==> config.mk <==
export PLATFORM = sky130hd
export DESIGN_NAME = ro_freq_meter
export DESIGN_NICKNAME = d
export VERILOG_FILES = /design/src/rtl/ro_meas_pkg.sv /design/src/rtl/ro_sync_edge.sv /design/src/rtl/ro_freq_meter.sv
export SDC_FILE = /design/constraint.sdc
export NUM_CORES = 1
export LEC_CHECK = 0
export CAP_MARGIN = 30
export CORE_ASPECT_RATIO = 0.6
export CORE_MARGIN = 8
export CORE_UTILIZATION = 52
export DETAILED_ROUTE_END_ITERATION = 7
export PLACE_DENSITY_LB_ADDON = 0.15
export SLEW_MARGIN = 20
export SYNTH_ARGS = -nofsm -noshare
export SYNTH_HDL_FRONTEND = slang
export SYNTH_SLANG_ARGS = --single-unit
==> constraint.sdc <==
create_clock -name ro_clk -period 2.19 [get_ports ro_clk]
set_input_delay 0.219 -clock ro_clk [delete_from_list [all_inputs] [get_ports ro_clk]]
set_output_delay 0.219 -clock ro_clk [all_outputs]
set_load 0.02 [all_outputs]
==> src/rtl/ro_meas_pkg.sv <==
// ---------------------------------------------------------------------------
// ro_meas_pkg
// Shared definitions for the ring-oscillator frequency meter.
//   - DEF_CNT_W / DEF_WIN_W : default edge-counter and gate-window widths
//   - ro_state_e            : measurement FSM state encoding
//   - ro_state_active()     : true in the states that keep the RO enabled
// ---------------------------------------------------------------------------
package ro_meas_pkg;

   // Default widths used when the top is instantiated without overrides.
   localparam int DEF_CNT_W = 16;
   localparam int DEF_WIN_W = 12;

   // Measurement sequence. The numeric values are fixed because downstream
   // debug tooling decodes the raw 2-bit state.
   typedef enum logic [1:0] {
      ST_IDLE   = 2'd0,
      ST_SETTLE = 2'd1,
      ST_GATE   = 2'd2,
      ST_DONE   = 2'd3
   } ro_state_e;

   // The RO must be running while it settles and while its edges are counted.
   // DONE deliberately drops the enable so the oscillator stops as soon as
   // the count is frozen.
   function automatic logic ro_state_active(input logic [1:0] st);
      return (st == ST_SETTLE) || (st == ST_GATE);
   endfunction

endpackage

==> src/rtl/ro_sync_edge.sv <==
// ---------------------------------------------------------------------------
// ro_sync_edge
// Brings the asynchronous RO tap into the ro_clk domain and flags each rising
// edge for exactly one ro_clk cycle.
// Ports:
//   ro_clk    in   measurement clock
//   ro_rst_n  in   asynchronous active-low reset
//   meas      in   asynchronous RO signal (must toggle below f(ro_clk)/2)
//   rise_o    out  one-cycle pulse per synchronised rising edge
// Parameters:
//   SYNC_STAGES  number of synchroniser flops, must be 2 or more
// ---------------------------------------------------------------------------
module ro_sync_edge #(
   parameter int SYNC_STAGES = 2
) (
   input  logic ro_clk,
   input  logic ro_rst_n,
   input  logic meas,
   output logic rise_o
);

   // Metastability chain. The attributes keep the flops together and stop
   // synthesis from merging or retiming them.
   (* async_reg = "true", keep = "true" *) logic [SYNC_STAGES-1:0] sync_q;

   // Previous value of the synchronised signal, used only for edge detection.
   logic prev_q;

   // Shift the raw RO signal through the synchroniser and keep one extra
   // delayed copy. This runs in every FSM state so the chain is already
   // settled by the time the gate opens.
   always_ff @(posedge ro_clk or negedge ro_rst_n) begin
      if (!ro_rst_n) begin
         sync_q <= '0;
         prev_q <= 1'b0;
      end else begin
         sync_q <= {sync_q[SYNC_STAGES-2:0], meas};
         prev_q <= sync_q[SYNC_STAGES-1];
      end
   end

   // A rising edge is "now high, previously low".
   assign rise_o = sync_q[SYNC_STAGES-1] & ~prev_q;

endmodule

==> src/rtl/ro_freq_meter.sv <==
// ---------------------------------------------------------------------------
// ro_freq_meter
// Ring-oscillator frequency meter. On start it enables the RO, waits a fixed
// settle interval, counts synchronised rising edges of the RO tap over a
// programmable gate window of ro_clk cycles, then publishes the held count
// with a one-cycle done pulse.
// Ports:
//   ro_clk      in   measurement clock
//   ro_rst_n    in   asynchronous active-low reset
//   ro_meas_i   in   asynchronous RO signal being measured
//   ro_start    in   start request, only honoured in IDLE
//   ro_abort    in   abort request, only honoured in SETTLE and GATE
//   ro_win_len  in   gate length in ro_clk cycles (0 = empty window)
//   ro_en_o     out  RO enable, high during SETTLE and GATE
//   ro_busy     out  high whenever a measurement is in progress
//   ro_done     out  one-cycle pulse when a result is published
//   ro_count_q  out  last published edge count
//   ro_ovf      out  last published count saturated
// Parameters:
//   CNT_W        edge counter / result width
//   WIN_W        gate window length width
//   SYNC_STAGES  input synchroniser depth (>= 2)
//   SETTLE_CYC   cycles between RO enable and gate open (>= SYNC_STAGES+1)
// ---------------------------------------------------------------------------
module ro_freq_meter
   import ro_meas_pkg::*;
#(
   parameter int CNT_W       = DEF_CNT_W,
   parameter int WIN_W       = DEF_WIN_W,
   parameter int SYNC_STAGES = 2,
   parameter int SETTLE_CYC  = 8
) (
   input  logic             ro_clk,
   input  logic             ro_rst_n,
   input  logic             ro_meas_i,
   input  logic             ro_start,
   input  logic             ro_abort,
   input  logic [WIN_W-1:0] ro_win_len,
   output logic             ro_en_o,
   output logic             ro_busy,
   output logic             ro_done,
   output logic [CNT_W-1:0] ro_count_q,
   output logic             ro_ovf
);

   // The same timer paces both SETTLE and GATE, so it has to be wide enough
   // for whichever of the two intervals is longer.
   localparam int SET_W = $clog2(SETTLE_CYC + 1);
   localparam int TMR_W = (WIN_W > SET_W) ? WIN_W : SET_W;

   // Legacy-style state constants tied to the shared encoding.
   localparam logic [1:0] IDLE   = ST_IDLE;
   localparam logic [1:0] SETTLE = ST_SETTLE;
   localparam logic [1:0] GATE   = ST_GATE;
   localparam logic [1:0] DONE   = ST_DONE;

   localparam logic [TMR_W-1:0] SETTLE_LAST = TMR_W'(SETTLE_CYC - 1);

   logic [1:0]       state_q;
   logic [1:0]       state_d;
   logic [TMR_W-1:0] tmr_q;
   logic [WIN_W-1:0] win_r;
   logic [CNT_W-1:0] edge_cnt;
   logic             ovf_r;
   logic             rise;
   logic             settle_last;
   logic             gate_last;
   logic             start_ok;

   // Edge detection on the asynchronous RO tap.
   ro_sync_edge #(
      .SYNC_STAGES (SYNC_STAGES)
   ) u_sync_edge (
      .ro_clk   (ro_clk),
      .ro_rst_n (ro_rst_n),
      .meas     (ro_meas_i),
      .rise_o   (rise)
   );

   // Interval end markers. gate_last is only consulted in GATE, where win_r
   // is known to be non-zero, so the subtraction never wraps in use.
   assign settle_last = (tmr_q == SETTLE_LAST);
   assign gate_last   = (tmr_q == (TMR_W'(win_r) - TMR_W'(1)));
   assign start_ok    = (state_q == IDLE) && ro_start;

   // Next-state logic. Abort is checked before the interval-end transitions
   // so an abort on the final GATE cycle still suppresses the result. A
   // start in IDLE wins over a simultaneous abort simply because abort is
   // not looked at in IDLE.
   always_comb begin
      state_d = state_q;
      case (state_q)
         IDLE: begin
            if (ro_start) begin
               state_d = SETTLE;
            end
         end
         SETTLE: begin
            if (ro_abort) begin
               state_d = IDLE;
            end else if (settle_last) begin
               state_d = (win_r != '0) ? GATE : DONE;
            end
         end
         GATE: begin
            if (ro_abort) begin
               state_d = IDLE;
            end else if (gate_last) begin
               state_d = DONE;
            end
         end
         DONE: begin
            state_d = IDLE;
         end
         default: begin
            state_d = IDLE;
         end
      endcase
   end

   // State register. Reset is asynchronous so the RO enable falls the moment
   // reset is asserted, even in the middle of a gate window.
   always_ff @(posedge ro_clk or negedge ro_rst_n) begin
      if (!ro_rst_n) begin
         state_q <= IDLE;
      end else begin
         state_q <= state_d;
      end
   end

   // Interval timer. It restarts from zero on every state change, so each
   // state sees a fresh count starting at 0 on its first cycle; SETTLE then
   // lasts SETTLE_CYC cycles and GATE lasts win_r cycles. It is held at zero
   // while idle so a start always begins from a clean value.
   always_ff @(posedge ro_clk or negedge ro_rst_n) begin
      if (!ro_rst_n) begin
         tmr_q <= '0;
      end else if ((state_q == IDLE) || (state_d != state_q)) begin
         tmr_q <= '0;
      end else begin
         tmr_q <= tmr_q + TMR_W'(1);
      end
   end

   // Measurement datapath. The window length is captured at start so later
   // changes on ro_win_len cannot disturb a running measurement. Edges are
   // only counted in GATE; once the counter is full, any further edge marks
   // the result as saturated instead of wrapping.
   always_ff @(posedge ro_clk or negedge ro_rst_n) begin
      if (!ro_rst_n) begin
         win_r    <= '0;
         edge_cnt <= '0;
         ovf_r    <= 1'b0;
      end else if (start_ok) begin
         win_r    <= ro_win_len;
         edge_cnt <= '0;
         ovf_r    <= 1'b0;
      end else if ((state_q == GATE) && rise) begin
         if (&edge_cnt) begin
            ovf_r <= 1'b1;
         end else begin
            edge_cnt <= edge_cnt + CNT_W'(1);
         end
      end
   end

   // Published result. Updated only on the DONE cycle, so an aborted run
   // leaves the previous result untouched and the value holds between runs.
   always_ff @(posedge ro_clk or negedge ro_rst_n) begin
      if (!ro_rst_n) begin
         ro_count_q <= '0;
         ro_ovf     <= 1'b0;
      end else if (state_q == DONE) begin
         ro_count_q <= edge_cnt;
         ro_ovf     <= ovf_r;
      end
   end

   // Status outputs decode straight from the state register so they follow
   // an asynchronous reset immediately.
   assign ro_en_o = ro_state_active(state_q);
   assign ro_busy = (state_q != IDLE);
   assign ro_done = (state_q == DONE);

endmodule

==> metrics <==
status finished, final reports clean; largest net degree at the start of global routing 33; first-pass GRT wire length 14,770 um; DR WL met3 639 um; Register-to-Register Path Depth 7; worst path arrival time 2370 ps; Final ANT Viol Nets 0; minimum clock period 2118 ps; Synth Instances 373; power per cell area 955.2 nW/um^2; Worst slew margin 0.5916; DR WL met2 3783 um; DIE AREA 10,240 um^2; combinational share of power 0.361; per-cell routed wire length 16.63 um; area grow syn2layout 29.82%; Initial DRT Pass Iterations 4; fin. max-slew vios 0; GP Congestion 0.8645; reg-to-reg startpoint win_r[2]; startpoint type of the worst setup path register; CP endpoint kind register; total power 4.631 mW; Main synth FF type dfrtp_1; Clock Tree Buf Depth 2; switching share of total power 0.3442; GRT Overall Usage 0.1825; layout cells sized above 1 0.2629; Detail Placement HPWL 6409 um; hold path depth 1; HP Class input port to register; Yosys warnings 0; Core Util, Final 0.6813; async set or reset register ratio after synthesis 1.000; R2R setup slack 70 ps; antenna violations before repair 0; Peak VDD IR 681.7 uV; CP Class register to register; Initial Util 0.5248; Max-Cap Viols 0; Clock Latency Late Sink 330 ps; DR iter-0 viols 143; Chip Height 81.65 um; Synth Register Bits 63; Max H-tree Level 3; DR vias/cell 5.606; I/O Buffers 36; syn_nets 398; Die X 125.4 um; CTS sink cnt 63; Layout Nets 465; unique cell type count in the Yosys netlist 59; vias in the first global route 2,942; Flop pwr share 0.323; terminus of the critical flop-to-flop path tmr_q[0]; Clk network pwr share 0.316; Pint 3.037 mW; CTS tree built; Fillers 537; WHS Endpoint u_sync_edge.sync_q[0]; DRT Wirelength 8914 um; Seq/Total Area, Yosys 0.4221; antenna diode count 0; total CTS buffers 9; Worst Min Path Start ro_meas_i; Tcrit/Tclk final 0.9671; Worst-Margin Slew 612.7 ps; max frequency 0.4721 GHz; leakage power 2.085 nW; Worst Path Required 2440 ps; Core ar. 7117 um^2; clock-pin slew on the worst setup and hold paths 50 ps; final setup violation count 0; crit path max fanout 14; clock root cell clkbuf_16; net switching power 1.594 mW; remaining global-route overflow 0; std cell rows 24; Post-synth EDFFs 0; syn_area_per_cell 10.01 um^2; M1 wire length 4430 um; Hold Violations, Final 0; I/O pin total 37; Final Skew 5.337 ps; drt drc 0; via count 3,005; cell area after synthesis 3735 um^2; Top Layer Used met4
-- what timing repair did --
action | CTS | global route
hold endpoints to repair | 21 | 0
setup endpoints to repair | 12 | 22
pin swaps | 0 | 3
setup buffers | 0 | 2
gates cloned | 0 | 0
resized for setup | 1 | 15
hold buffers | 1 | 0
-- cells in the mapped netlist, types with 2 or more instances --
cell	n	area, um^2
nor3_4	2	32.53
a21oi_1	10	50.05
xor2_1	19	166.4
nor2_1	42	157.7
nand4_1	9	56.30
xnor2_1	11	96.34
nand3_1	38	190.2
mux2i_1	15	150.1
inv_1	10	37.54
buf_2	3	15.01
nand2_1	13	48.80
nor4b_2	2	30.03
mux2_2	26	292.8
dfrtp_1	63	1577
o21ai_0	12	60.06
and2_1	2	12.51
nor3_1	7	35.03
nand3b_1	2	15.01
buf_6	4	45.04
or3_1	8	50.05
a31oi_1	2	12.51
o21ai_1	3	15.01
ha_1	8	100.1
and4_1	4	35.03
nand4b_1	2	17.52
nor4_1	5	31.28
nand2b_1	4	25.02
and3_1	3	18.77
clkbuf_1	14	52.55
-- routing by layer --
metal / vias up / track usage
met5: - / 0
met2: 88 / 0.2652
met4: 0 / 0.06755
li1: 1467 / -
met3: 7 / 0.05898
met1: 1443 / 0.2514
-- cell type report --
cell class	instances	area, um^2	area share
Clock buffer	11	252.7	0.05213
Timing Repair Buffer	78	723.2	0.1492
Clock inverter	5	56.30	0.01161
Inverter	11	41.29	0.008516
Multi-Input combinational cell	277	2082	0.4294
Sequential cell	63	1579	0.3257
Tap cell	91	113.9	0.02348
-- flip-flops by register name, summed over array words and instances, names as in the netlist --
signal	flops
u_sync_edge.sync_q	2
ovf_r	1
ro_ovf	1
edge_cnt	16
win_r	12
state_q	2
tmr_q	12
u_sync_edge.prev_q	1
ro_count_q	16
-- placed cells by master, fill, tap and decap left out, types with 4 or more instances in the layout --
cell type	instances
nand3_1	37
dfrtp_1	61
inv_1	10
ha_1	6
nor2_1	41
xnor2_1	11
nand2b_1	4
and4_1	4
clkdlybuf4s50_1	35
clkbuf_16	9
buf_12	4
mux2_2	26
nand2_1	13
o21ai_0	12
or3_1	8
nand4_1	9
buf_4	37
xor2_1	19
mux2i_1	14
nor3_1	6
a21oi_1	10
-- worst max-delay path, cell delays in order, from the launching register on --
cell and delay, ps:
dfrtp_2 430, or4_4 580, nor4_2 260, o31a_1 190, a31oi_2 60, nand4_4 120
buf_12 170, mux2i_1 220
-- power groups by stage --
stage | clock network (mW) | logic, mW | registers (mW)
after floorplan | 0 | 1.01 | 1.54
after global placement | 0 | 1.59 | 1.49
after detailed placement | 0 | 1.62 | 1.50
after CTS | 1.50 | 1.64 | 1.48
after global routing | 1.54 | 1.82 | 1.52
final | 1.46 | 1.67 | 1.50
-- worst max path at each step --
| stage | from | end | cells after the start |
|---|---|---|---|
| 2_1_floorplan | tmr_q[1] | tmr_q[0] | 8 |
| 3_3_place_gp | win_r[4] | tmr_q[0] | 7 |
| 4_1_cts | state_q[0] | edge_cnt[13] | 7 |
| 3_5_place_dp | win_r[0] | state_q[0] | 9 |
| 5_1_grt | edge_cnt[9] | edge_cnt[15] | 6 |
| 6_report | win_r[2] | tmr_q[0] | 7 |
-- stage by stage --
step	hold slack (ps)	setup WS (ps)	area, um^2	cells	setup TNS [ps]
floorplan	-76.59	11.01	3741	373	0
global placement	256.7	39.53	4431	517	0
detailed placement	256.1	-1.996	4431	517	-1.996
CTS	315.8	36.57	4752	534	0
global route	333.8	-18.35	4848	536	-39.61
finish	325.6	71.95	4848	536	0
-- cell families (layout without fill, tap and decap cells) --
family / count (synthesis) / count (layout) / share of synthesized area
AOI/OAI and AO/OA: 43 / 43 / 0.07873
xor gates and xnor gates: 31 / 31 / 0.07471
adders and majority gates: 8 / 8 / 0.02680
buffers and inverters: 33 / 105 / 0.04321
DFF: 63 / 63 / 0.4221
muxes: 41 / 41 / 0.1186
and+or+nand+nor: 154 / 154 / 0.2358
No activity file was read; power rests on OpenSTA's default activity.
